File: src/rtl/alu_multicycle_exec_if.sv
// Request/result bundle between the decode stage, the execution unit and write-back.
interface alu_multicycle_exec_if #(
    parameter int unsigned DATA_WIDTH  = 32,
    parameter int unsigned SHAMT_WIDTH = 5
);
    logic                   start_i;
    logic                   ready_o;
    logic [3:0]             alu_operation_i;
    logic [DATA_WIDTH-1:0]  a_i;
    logic [DATA_WIDTH-1:0]  b_i;
    logic [SHAMT_WIDTH-1:0] shamt_i;
    logic [DATA_WIDTH-1:0]  result_o;
    logic                   zero_o;
    logic                   illegal_o;
    logic                   valid_o;

    // Requester side: issues operations, observes completion.
    modport master (
        output start_i, alu_operation_i, a_i, b_i, shamt_i,
        input  ready_o, result_o, zero_o, illegal_o, valid_o
    );

    // Execution unit side.
    modport slave (
        input  start_i, alu_operation_i, a_i, b_i, shamt_i,
        output ready_o, result_o, zero_o, illegal_o, valid_o
    );
endinterface

File: src/rtl/alu_multicycle_exec.sv
// Multi-cycle ALU: single-cycle logic/arithmetic, bit-serial shifts, one-cycle valid pulse.
module alu_multicycle_exec #(
    parameter int unsigned DATA_WIDTH  = 32,
    parameter int unsigned SHAMT_WIDTH = 5
) (
    input  logic                 clk,
    input  logic                 reset,
    alu_multicycle_exec_if.slave bus
);
    localparam int unsigned HALF = DATA_WIDTH / 2;

    localparam logic [3:0] OP_ADD  = 4'b0000;
    localparam logic [3:0] OP_SUB  = 4'b0001;
    localparam logic [3:0] OP_OR   = 4'b0010;
    localparam logic [3:0] OP_ORI  = 4'b0011;
    localparam logic [3:0] OP_SRL  = 4'b0100;
    localparam logic [3:0] OP_SLL  = 4'b0101;
    localparam logic [3:0] OP_LUI  = 4'b0110;
    localparam logic [3:0] OP_ANDI = 4'b0111;
    localparam logic [3:0] OP_LW   = 4'b1000;
    localparam logic [3:0] OP_SW   = 4'b1001;
    localparam logic [3:0] OP_NOR  = 4'b1100;
    localparam logic [3:0] OP_AND  = 4'b1101;

    typedef enum logic [1:0] {
        IDLE  = 2'd0,
        SHIFT = 2'd1,
        DONE  = 2'd2
    } state_e;

    state_e                 state_q, state_d;
    logic [DATA_WIDTH-1:0]  result_q, result_d;
    logic                   zero_q, zero_d;
    logic                   illegal_q, illegal_d;
    logic [DATA_WIDTH-1:0]  shreg_q, shreg_d;
    logic [SHAMT_WIDTH-1:0] cnt_q, cnt_d;
    logic                   left_q, left_d;

    logic [DATA_WIDTH-1:0]  alu_res_c;
    logic                   alu_ill_c;
    logic                   is_shift_c;
    logic [DATA_WIDTH-1:0]  shifted_c;

    // Single-cycle result for the op presented at accept; a zero-length shift yields b.
    always_comb begin
        alu_res_c  = '0;
        alu_ill_c  = 1'b0;
        is_shift_c = 1'b0;
        case (bus.alu_operation_i)
            OP_ADD, OP_LW, OP_SW: alu_res_c = bus.a_i + bus.b_i;
            OP_SUB:               alu_res_c = bus.a_i - bus.b_i;
            OP_OR, OP_ORI:        alu_res_c = bus.a_i | bus.b_i;
            OP_ANDI, OP_AND:      alu_res_c = bus.a_i & bus.b_i;
            OP_NOR:               alu_res_c = ~(bus.a_i | bus.b_i);
            OP_LUI:               alu_res_c = {bus.b_i[HALF-1:0], {HALF{1'b0}}};
            OP_SRL, OP_SLL: begin
                alu_res_c  = bus.b_i;
                is_shift_c = 1'b1;
            end
            default: begin
                alu_res_c = '0;
                alu_ill_c = 1'b1;
            end
        endcase
        shifted_c = left_q ? {shreg_q[DATA_WIDTH-2:0], 1'b0}
                           : {1'b0, shreg_q[DATA_WIDTH-1:1]};
    end

    // Next-state and datapath update; result/flags change only on completion.
    always_comb begin
        state_d   = state_q;
        result_d  = result_q;
        zero_d    = zero_q;
        illegal_d = illegal_q;
        shreg_d   = shreg_q;
        cnt_d     = cnt_q;
        left_d    = left_q;
        case (state_q)
            IDLE: begin
                if (bus.start_i) begin
                    if (is_shift_c && (bus.shamt_i != '0)) begin
                        state_d = SHIFT;
                        shreg_d = bus.b_i;
                        cnt_d   = bus.shamt_i;
                        left_d  = (bus.alu_operation_i == OP_SLL);
                    end else begin
                        state_d   = DONE;
                        result_d  = alu_res_c;
                        zero_d    = (alu_res_c == '0);
                        illegal_d = alu_ill_c;
                    end
                end
            end
            SHIFT: begin
                shreg_d = shifted_c;
                cnt_d   = cnt_q - SHAMT_WIDTH'(1);
                if (cnt_q == SHAMT_WIDTH'(1)) begin
                    state_d   = DONE;
                    result_d  = shifted_c;
                    zero_d    = (shifted_c == '0);
                    illegal_d = 1'b0;
                end
            end
            DONE:    state_d = IDLE;
            default: state_d = IDLE;
        endcase
    end

    // State and datapath registers; reset abandons any in-flight operation.
    always_ff @(posedge clk or posedge reset) begin
        if (reset) begin
            state_q   <= IDLE;
            result_q  <= '0;
            zero_q    <= 1'b0;
            illegal_q <= 1'b0;
            shreg_q   <= '0;
            cnt_q     <= '0;
            left_q    <= 1'b0;
        end else begin
            state_q   <= state_d;
            result_q  <= result_d;
            zero_q    <= zero_d;
            illegal_q <= illegal_d;
            shreg_q   <= shreg_d;
            cnt_q     <= cnt_d;
            left_q    <= left_d;
        end
    end

    assign bus.ready_o   = (state_q == IDLE);
    assign bus.valid_o   = (state_q == DONE);
    assign bus.result_o  = result_q;
    assign bus.zero_o    = zero_q;
    assign bus.illegal_o = illegal_q;
endmodule

File: src/flat_wrapper.sv
// flat-port wrapper written by rule: the top's interface ports become plain ports
module alu_multicycle_exec_flat 
#(
    parameter int unsigned DATA_WIDTH  = 32,
    parameter int unsigned SHAMT_WIDTH = 5
)
  (clk, reset, bus_start_i, bus_alu_operation_i, bus_a_i, bus_b_i, bus_shamt_i, bus_ready_o, bus_result_o, bus_zero_o, bus_illegal_o, bus_valid_o);
  alu_multicycle_exec_if #(.DATA_WIDTH(DATA_WIDTH), .SHAMT_WIDTH(SHAMT_WIDTH)) bus_i ();
  input  logic clk;
  input  logic reset;
  input wire logic [$bits(bus_i.start_i)-1:0] bus_start_i;
  input wire logic [$bits(bus_i.alu_operation_i)-1:0] bus_alu_operation_i;
  input wire logic [$bits(bus_i.a_i)-1:0] bus_a_i;
  input wire logic [$bits(bus_i.b_i)-1:0] bus_b_i;
  input wire logic [$bits(bus_i.shamt_i)-1:0] bus_shamt_i;
  output wire logic [$bits(bus_i.ready_o)-1:0] bus_ready_o;
  output wire logic [$bits(bus_i.result_o)-1:0] bus_result_o;
  output wire logic [$bits(bus_i.zero_o)-1:0] bus_zero_o;
  output wire logic [$bits(bus_i.illegal_o)-1:0] bus_illegal_o;
  output wire logic [$bits(bus_i.valid_o)-1:0] bus_valid_o;
  assign bus_i.start_i = bus_start_i;
  assign bus_i.alu_operation_i = bus_alu_operation_i;
  assign bus_i.a_i = bus_a_i;
  assign bus_i.b_i = bus_b_i;
  assign bus_i.shamt_i = bus_shamt_i;
  assign bus_ready_o = bus_i.ready_o;
  assign bus_result_o = bus_i.result_o;
  assign bus_zero_o = bus_i.zero_o;
  assign bus_illegal_o = bus_i.illegal_o;
  assign bus_valid_o = bus_i.valid_o;
  alu_multicycle_exec #(.DATA_WIDTH(DATA_WIDTH), .SHAMT_WIDTH(SHAMT_WIDTH)) u_core (.clk(clk), .reset(reset), .bus(bus_i));
endmodule
File: config.mk
export PLATFORM = sky130hd
export DESIGN_NAME = alu_multicycle_exec_flat
export DESIGN_NICKNAME = d
export VERILOG_FILES = /design/src/rtl/alu_multicycle_exec_if.sv /design/src/rtl/alu_multicycle_exec.sv /design/src/flat_wrapper.sv
export SDC_FILE = /design/constraint.sdc
export NUM_CORES = 1
export LEC_CHECK = 0
export CAP_MARGIN = 10
export CORE_ASPECT_RATIO = 1.5
export CORE_UTILIZATION = 40
export CTS_CLUSTER_DIAMETER = 200
export DETAILED_ROUTE_END_ITERATION = 16
export GPL_ROUTABILITY_DRIVEN = 0
export MAX_ROUTING_LAYER = met4
export REMOVE_ABC_BUFFERS = 1
export SLEW_MARGIN = 20
export SYNTH_ARGS = -nofsm -noshare
export SYNTH_HDL_FRONTEND = slang
export SYNTH_SLANG_ARGS = --single-unit
File: constraint.sdc
create_clock -name clk -period 2.65 [get_ports clk]
set_input_delay 0.53 -clock clk [delete_from_list [all_inputs] [get_ports clk]]
set_output_delay 0.53 -clock clk [all_outputs]
set_load 0.03 [all_outputs]
# == After elaboration in Yosys (flattened, before gate mapping) ==
# Index checks and enable logic that the tools add are counted.
# word_totals
output_inout_bits,36
elab_cells,73
regBits,74
# classes
reduce_logical,16
n_eq_ne,18
n_mux,26
n_bitwise,3
n_addsub,3
# op_table
op,n
one-hot mux 32 bit (7 select lines),1
two-way mux 32 bit,6
one-hot mux 32 bit (2 select lines),2
zero test 32 bit,2
adder 32 bit,1
bitwise AND 32 bit,1
inverter 32 bit,1
bitwise OR 32 bit,1
subtractor 32 bit,1
"== test 4 x 3 -> 1 bit, second input constant",4
"== test 4 bit, second input constant",4
OR reduction 12 bit,1
two-way mux 5 bit,2
one-hot mux 5 bit (2 select lines),1
"== test 4 x 2 -> 1 bit, second input constant",2
two-way mux 1 bit,8
two-way mux 2 bit,3
AND reduction 3 bit,2
OR reduction 2 bit,3
"== test 5 x 1 -> 1 bit, second input constant",1
nonzero test 5 bit,1
"subtractor 5 x 1 -> 5 bit, second input constant",1
"== test 4 x 1 -> 1 bit, second input constant",1
zero test 4 bit,1
other kinds (12),15

# == Logic depth before layout (Yosys ltp) ==
# depth
depth_word,7
depth_mapped,20
mapped_depth_nobuf,20

# == Least setup slack after synthesis ==
# OpenSTA, ideal clock, no wires.
# synth_timing
path_kind,input -> register
start,in bus_b_i[4]
end,"reg u_core.result_q[26], in the netlist u_core.bus.result_o[26]"
arrival_ps,4384
setup_ps,118
path_stages,19
path_slack_ps,-1852
n_path_buf,1
path_cell_list,buf_2 > nor4_1 > and2_1 > nand3_1 > or2_2 > nand3b_1 > o31ai_1 > xor2_1 > ha_1 > inv_1 > o21ai_0 > a211oi_1 > a21boi_1 > nor3_1 > a41oi_1 > xnor2_1 > a221oi_1 > a211oi_1 > a21o_1
# synth_between
elab_chain_cells,5
# synth_lines
element,line,rtl
start: declaration,flat_wrapper.sv:14,input wire logic [$bits(bus_i.b_i)-1:0] bus_b_i;
subtractor 32 bit or adder 32 bit (tied branches),"alu_multicycle_exec.sv:51, alu_multicycle_exec.sv:50",
one-hot mux 32 bit (7 select lines) (*),alu_multicycle_exec.sv:49,case (bus.alu_operation_i)
two-way mux 32 bit (*),alu_multicycle_exec.sv:81,if (is_shift_c && (bus.shamt_i != '0)) begin
two-way mux 32 bit (*),alu_multicycle_exec.sv:80,if (bus.start_i) begin
one-hot mux 32 bit (2 select lines) (*),alu_multicycle_exec.sv:78,case (state_q)
end signal: assignment,alu_multicycle_exec.sv:121,result_q <= result_d;
end: declaration,alu_multicycle_exec.sv:32,"logic [DATA_WIDTH-1:0] result_q, result_d;"
# Mark *: on every way between the ends. The rest lies on a longest branch, timed or not. The select of a mux whose other input is x is not followed.
# A chain may end at the register's enable or synchronous reset.

# == Final worst setup path ==
# layout_timing
start,in bus_b_i[9]
end,"reg u_core.zero_q, in the netlist u_core.bus.zero_o"
# layout_between
elab_chain_cells,7
# layout_lines
element,line,rtl
branches (longest 2 deep; another with subtractor 32 bit),-,
one-hot mux 32 bit (7 select lines) (*),alu_multicycle_exec.sv:49,
zero test 32 bit (*),alu_multicycle_exec.sv:89,zero_d = (alu_res_c == '0);
two-way mux 1 bit (*),alu_multicycle_exec.sv:81,
two-way mux 1 bit (*),alu_multicycle_exec.sv:80,
one-hot mux 1 bit (2 select lines) (*),alu_multicycle_exec.sv:78,
end signal: assignment,alu_multicycle_exec.sv:122,zero_q <= zero_d;
end: declaration,alu_multicycle_exec.sv:33,"logic zero_q, zero_d;"
# Every way passes the cells marked *. The select of a mux whose other input is x is not followed.

==> impl_results.md <==
* Critical path capture point type: flop
* Hold_buf cts at 0
* Layout cell share with drive strength beyond 1 at 43.6%
* Final worst slack at -1550 ps
* Arr. time, crit path at 4440 ps
* Initial Util at 40.8%
* LEAKAGE at 5.93 nW
* WP data required at 2900 ps
* Worst-Skew Late Latency at 330 ps
* First DRT Iteration DRCs at 1,042
* Status: complete, but fails checks
* Yosys warns at 0
* Filler cells at 1,457
* Die ar. at 20,100 um2
* Slowest-stage cell, CP: a311oi_2
* Final worst path period need at 4200 ps
* Post-synthesis sequential area ratio at 23.7%
* Initial antenna violation count at 0
* Mapped Avg Cell Area at roughly 7.5 um2
* Ant diodes at 0
* Vias in the first global route at 9,560
* Area grow syn2layout at 73.3%
* Fin crit share at 158%
* Net count, final at 1,533
* Total power at 8.40 mW
* Remaining Overflow, GRT at 0
* Floorplan row count at 62
* Die Span Y at 173 um
* MaxCap Viol Count at 0
* Pre-Repair DR Iteration Count at 7
* Worst hold slack at 473 ps
* Top-area cell type share of the netlist area at 23.7%
* Max Slew Vio Count at 0
* Endpoints failing setup at 30
* Core area at around 19,000 um2
* Least-Margin Pin Slew at ~710 ps
* Setup Crit Path Kind: in2reg
* Distinct cells, synth at 77
* Synth Flop Type: dfrtp_1
* Min-delay worst type: reg2reg
* Crit Path Max Fanout at 4
* Clock sink count at 74
* Vias per cell at just over 6
* Number of enable flip-flop cells after synthesis at 0
* PwrDens at between 600 and 700 nW/um2
* Ports at 112
* Clock slew at reported path FFs at approximately 60 ps
* Final WL at 35,700 um
* Unrepaired setup endpoints after global routing: true
* Post-route setup TNS at -27,390 ps
* Crit-path cells: buf_8, nor4_4, buf_4, buf_6, nand4_1, buf_4, o21ai_4, xor2_2, ha_4, buf_6, nand4_1, a211oi_2, o21ai_2, nand3_2, buf_6, a211oi_4, a311oi_2, nand4_1, nor4_2, nand4_1, o31ai_2
* Synth area leaders: dfrtp_1, o21ai_0, nand2_1, ha_1, a21oi_1
* Antenna Nets Post-Route at 0
* Pin count of the biggest net entering global routing at 75
* Cells after Synth at 1,044
* M2 GR Usage at 55.9%
* Port bufs at between 100 and 150
* Worst clock skew at ~6.5 ps
* TritonCTS clock tree: yes
* Violations in the final reports: negative setup slack
* Worst ir drop on vdd at 0.000369 V
* H-Tree Depth at 3
* Most utilized layer in the global route result: met2
* Per-cell routed wire length at 21.3 um
* GRT met1 Usage at between 40% and 50%
* #FFs+latches synth at 74
* Root Buffer Master: clkbuf_16
* Global-route wire length before repair at 51,700 um
* Synth async-reset ratio at 100%
* Fin. Hold Viols at 0
* Post-Place Cells at approximately 1,600
* Die width at 116 um
* CTS Buf Count at 9
* Tot GR Track Use at 34.3%
* Final Non-Filler Cells at 1,681
* Worst Setup Start Kind: primary input
* Max incr delay on CP at 320 ps
* Netlist Area Pre-Place at roughly 7800 um2
* DRC viols at 0
* Met3 Track Usage GR at 2.91%
* Crit path top cell by count: nand4_1
* Clk buf depth at 2
* Achievable frequency at 238 MHz
* Dpl hpwl at 24,800 um
* Via count at 10,223
* Cell taking the most area after synthesis: dfrtp_1
* Relative max-transition margin at between 50% and 60%
synth_stat cells, types with 7 or more instances:
cell	count
nor2b_1	16
xor2_1	27
a21o_1	43
and3_1	7
inv_1	18
mux2i_1	23
nand2b_1	16
a221oi_1	15
a31oi_1	9
nor3_1	31
buf_1	8
o31ai_1	38
nand3_1	22
dfrtp_1	74
nand4_1	17
and2_1	9
clkbuf_1	63
a221o_1	10
a211oi_1	38
o21ai_0	105
nor2_1	74
nor4_1	10
ha_1	36
nand2_1	135
a21oi_1	68
xnor2_1	22
buf_2	9
state kept, by name, indices dropped and copies added (netlist names):
register / cells
u_core.bus.illegal_o: 1
u_core.bus.result_o: 32
u_core.bus.zero_o: 1
u_core.left_q: 1
u_core.state_q: 2
u_core.shreg_q: 32
u_core.cnt_q: 5
area by class of cell:
class                      count  area, um2  area share (%)
tap                          256        320            2.36
clock inverter                 5       55.1           0.406
inverter                      18       67.6           0.499
sequential                    74       1850            13.7
multi-input combinational    867       7130            52.7
timing repair buffer         450       3880            28.7
clock buffer                  11        233            1.72
routing by layer:
metal | wire length, um | vias up
li1 | - | 4629
met5 | 0 | -
met1 | 13500 | 4860
met4 | 2600 | 0
met3 | 2180 | 192
met2 | 17400 | 542
report_power, final:
part           internal [mW]  switching (mW)  leakage, nW
Clock                  0.726           0.463        0.136
Sequential              1.66           0.487        0.921
Combinational           2.31            2.75         4.87
Total                   4.70            3.70         5.93
critical path, delay by kind of cell:
kind	cells	cell delay [ps]
AOI/OAI and AO/OA	6	1180
xor gates and xnor gates	1	270
and+or+nand+nor	7	1340
adders and majority gates	1	210
buffers and inverters	6	900
final timing paths:
path	startpoint	to	slack (ps)	cells past startpoint
min in group asynchronous	reset	u_core.bus.result_o[28]	580	3
min	u_core.bus.result_o[18]	u_core.bus.result_o[18]	470	2
min reg2reg	u_core.bus.result_o[18]	u_core.bus.result_o[18]	470	2
max reg2reg	u_core.state_q[0]	u_core.bus.zero_o	110	8
max	bus_b_i[9]	u_core.bus.zero_o	-1550	21
max in group asynchronous	reset	u_core.left_q	1700	3
cells by family (layout without fill, tap and decap cells):
logic type | after synthesis | after routing | synth area share (%)
AOI/OAI and AO/OA | 389 | 389 | 33.1
and+or+nand+nor | 366 | 366 | 22.7
buffers and inverters | 103 | 484 | 5.52
adders and majority gates | 37 | 37 | 6.02
xor gates and xnor gates | 50 | 50 | 5.70
muxes | 25 | 25 | 3.23
DFF | 74 | 74 | 23.7
placed cells by master, fill, tap and decap left out, types with 12 or more instances in the layout:
| cell | instances |
|---|---|
| buf_4 | 284 |
| nand2_1 | 114 |
| clkdlybuf4s50_1 | 88 |
| dfrtp_1 | 73 |
| o21ai_0 | 64 |
| nor2_1 | 54 |
| buf_6 | 53 |
| a21o_1 | 43 |
| a21oi_2 | 32 |
| o31ai_1 | 30 |
| a21oi_1 | 29 |
| nor3_1 | 26 |
| o21ai_2 | 24 |
| mux2i_1 | 20 |
| a211oi_1 | 19 |
| ha_1 | 18 |
| nand4_1 | 17 |
| xor2_1 | 16 |
| nor2b_1 | 15 |
| nand3_1 | 15 |
| o21ai_1 | 15 |
| nand2b_1 | 14 |
| inv_1 | 14 |
| nand2_2 | 14 |
| xnor2_1 | 14 |
| ha_4 | 12 |
per-stage QoR:
stage	setup WS (ps)	util [%]	area [um2]
2_1_floorplan	-4020	-	7450
3_3_place_gp	-2550	57.4	11000
3_5_place_dp	-2640	57.4	11000
4_1_cts	-1460	65.2	12500
5_1_grt	-1620	70.7	13500
6_report	-1550	70.7	13500
repair_timing:
item / 4_1_cts / 5_1_grt
gates resized for setup: 292 / 185
pin swaps: 111 / 120
setup buffers: 49 / 43
endpoints found under the setup margin: 35 / 32
No activity file was read; power rests on OpenSTA's default activity.
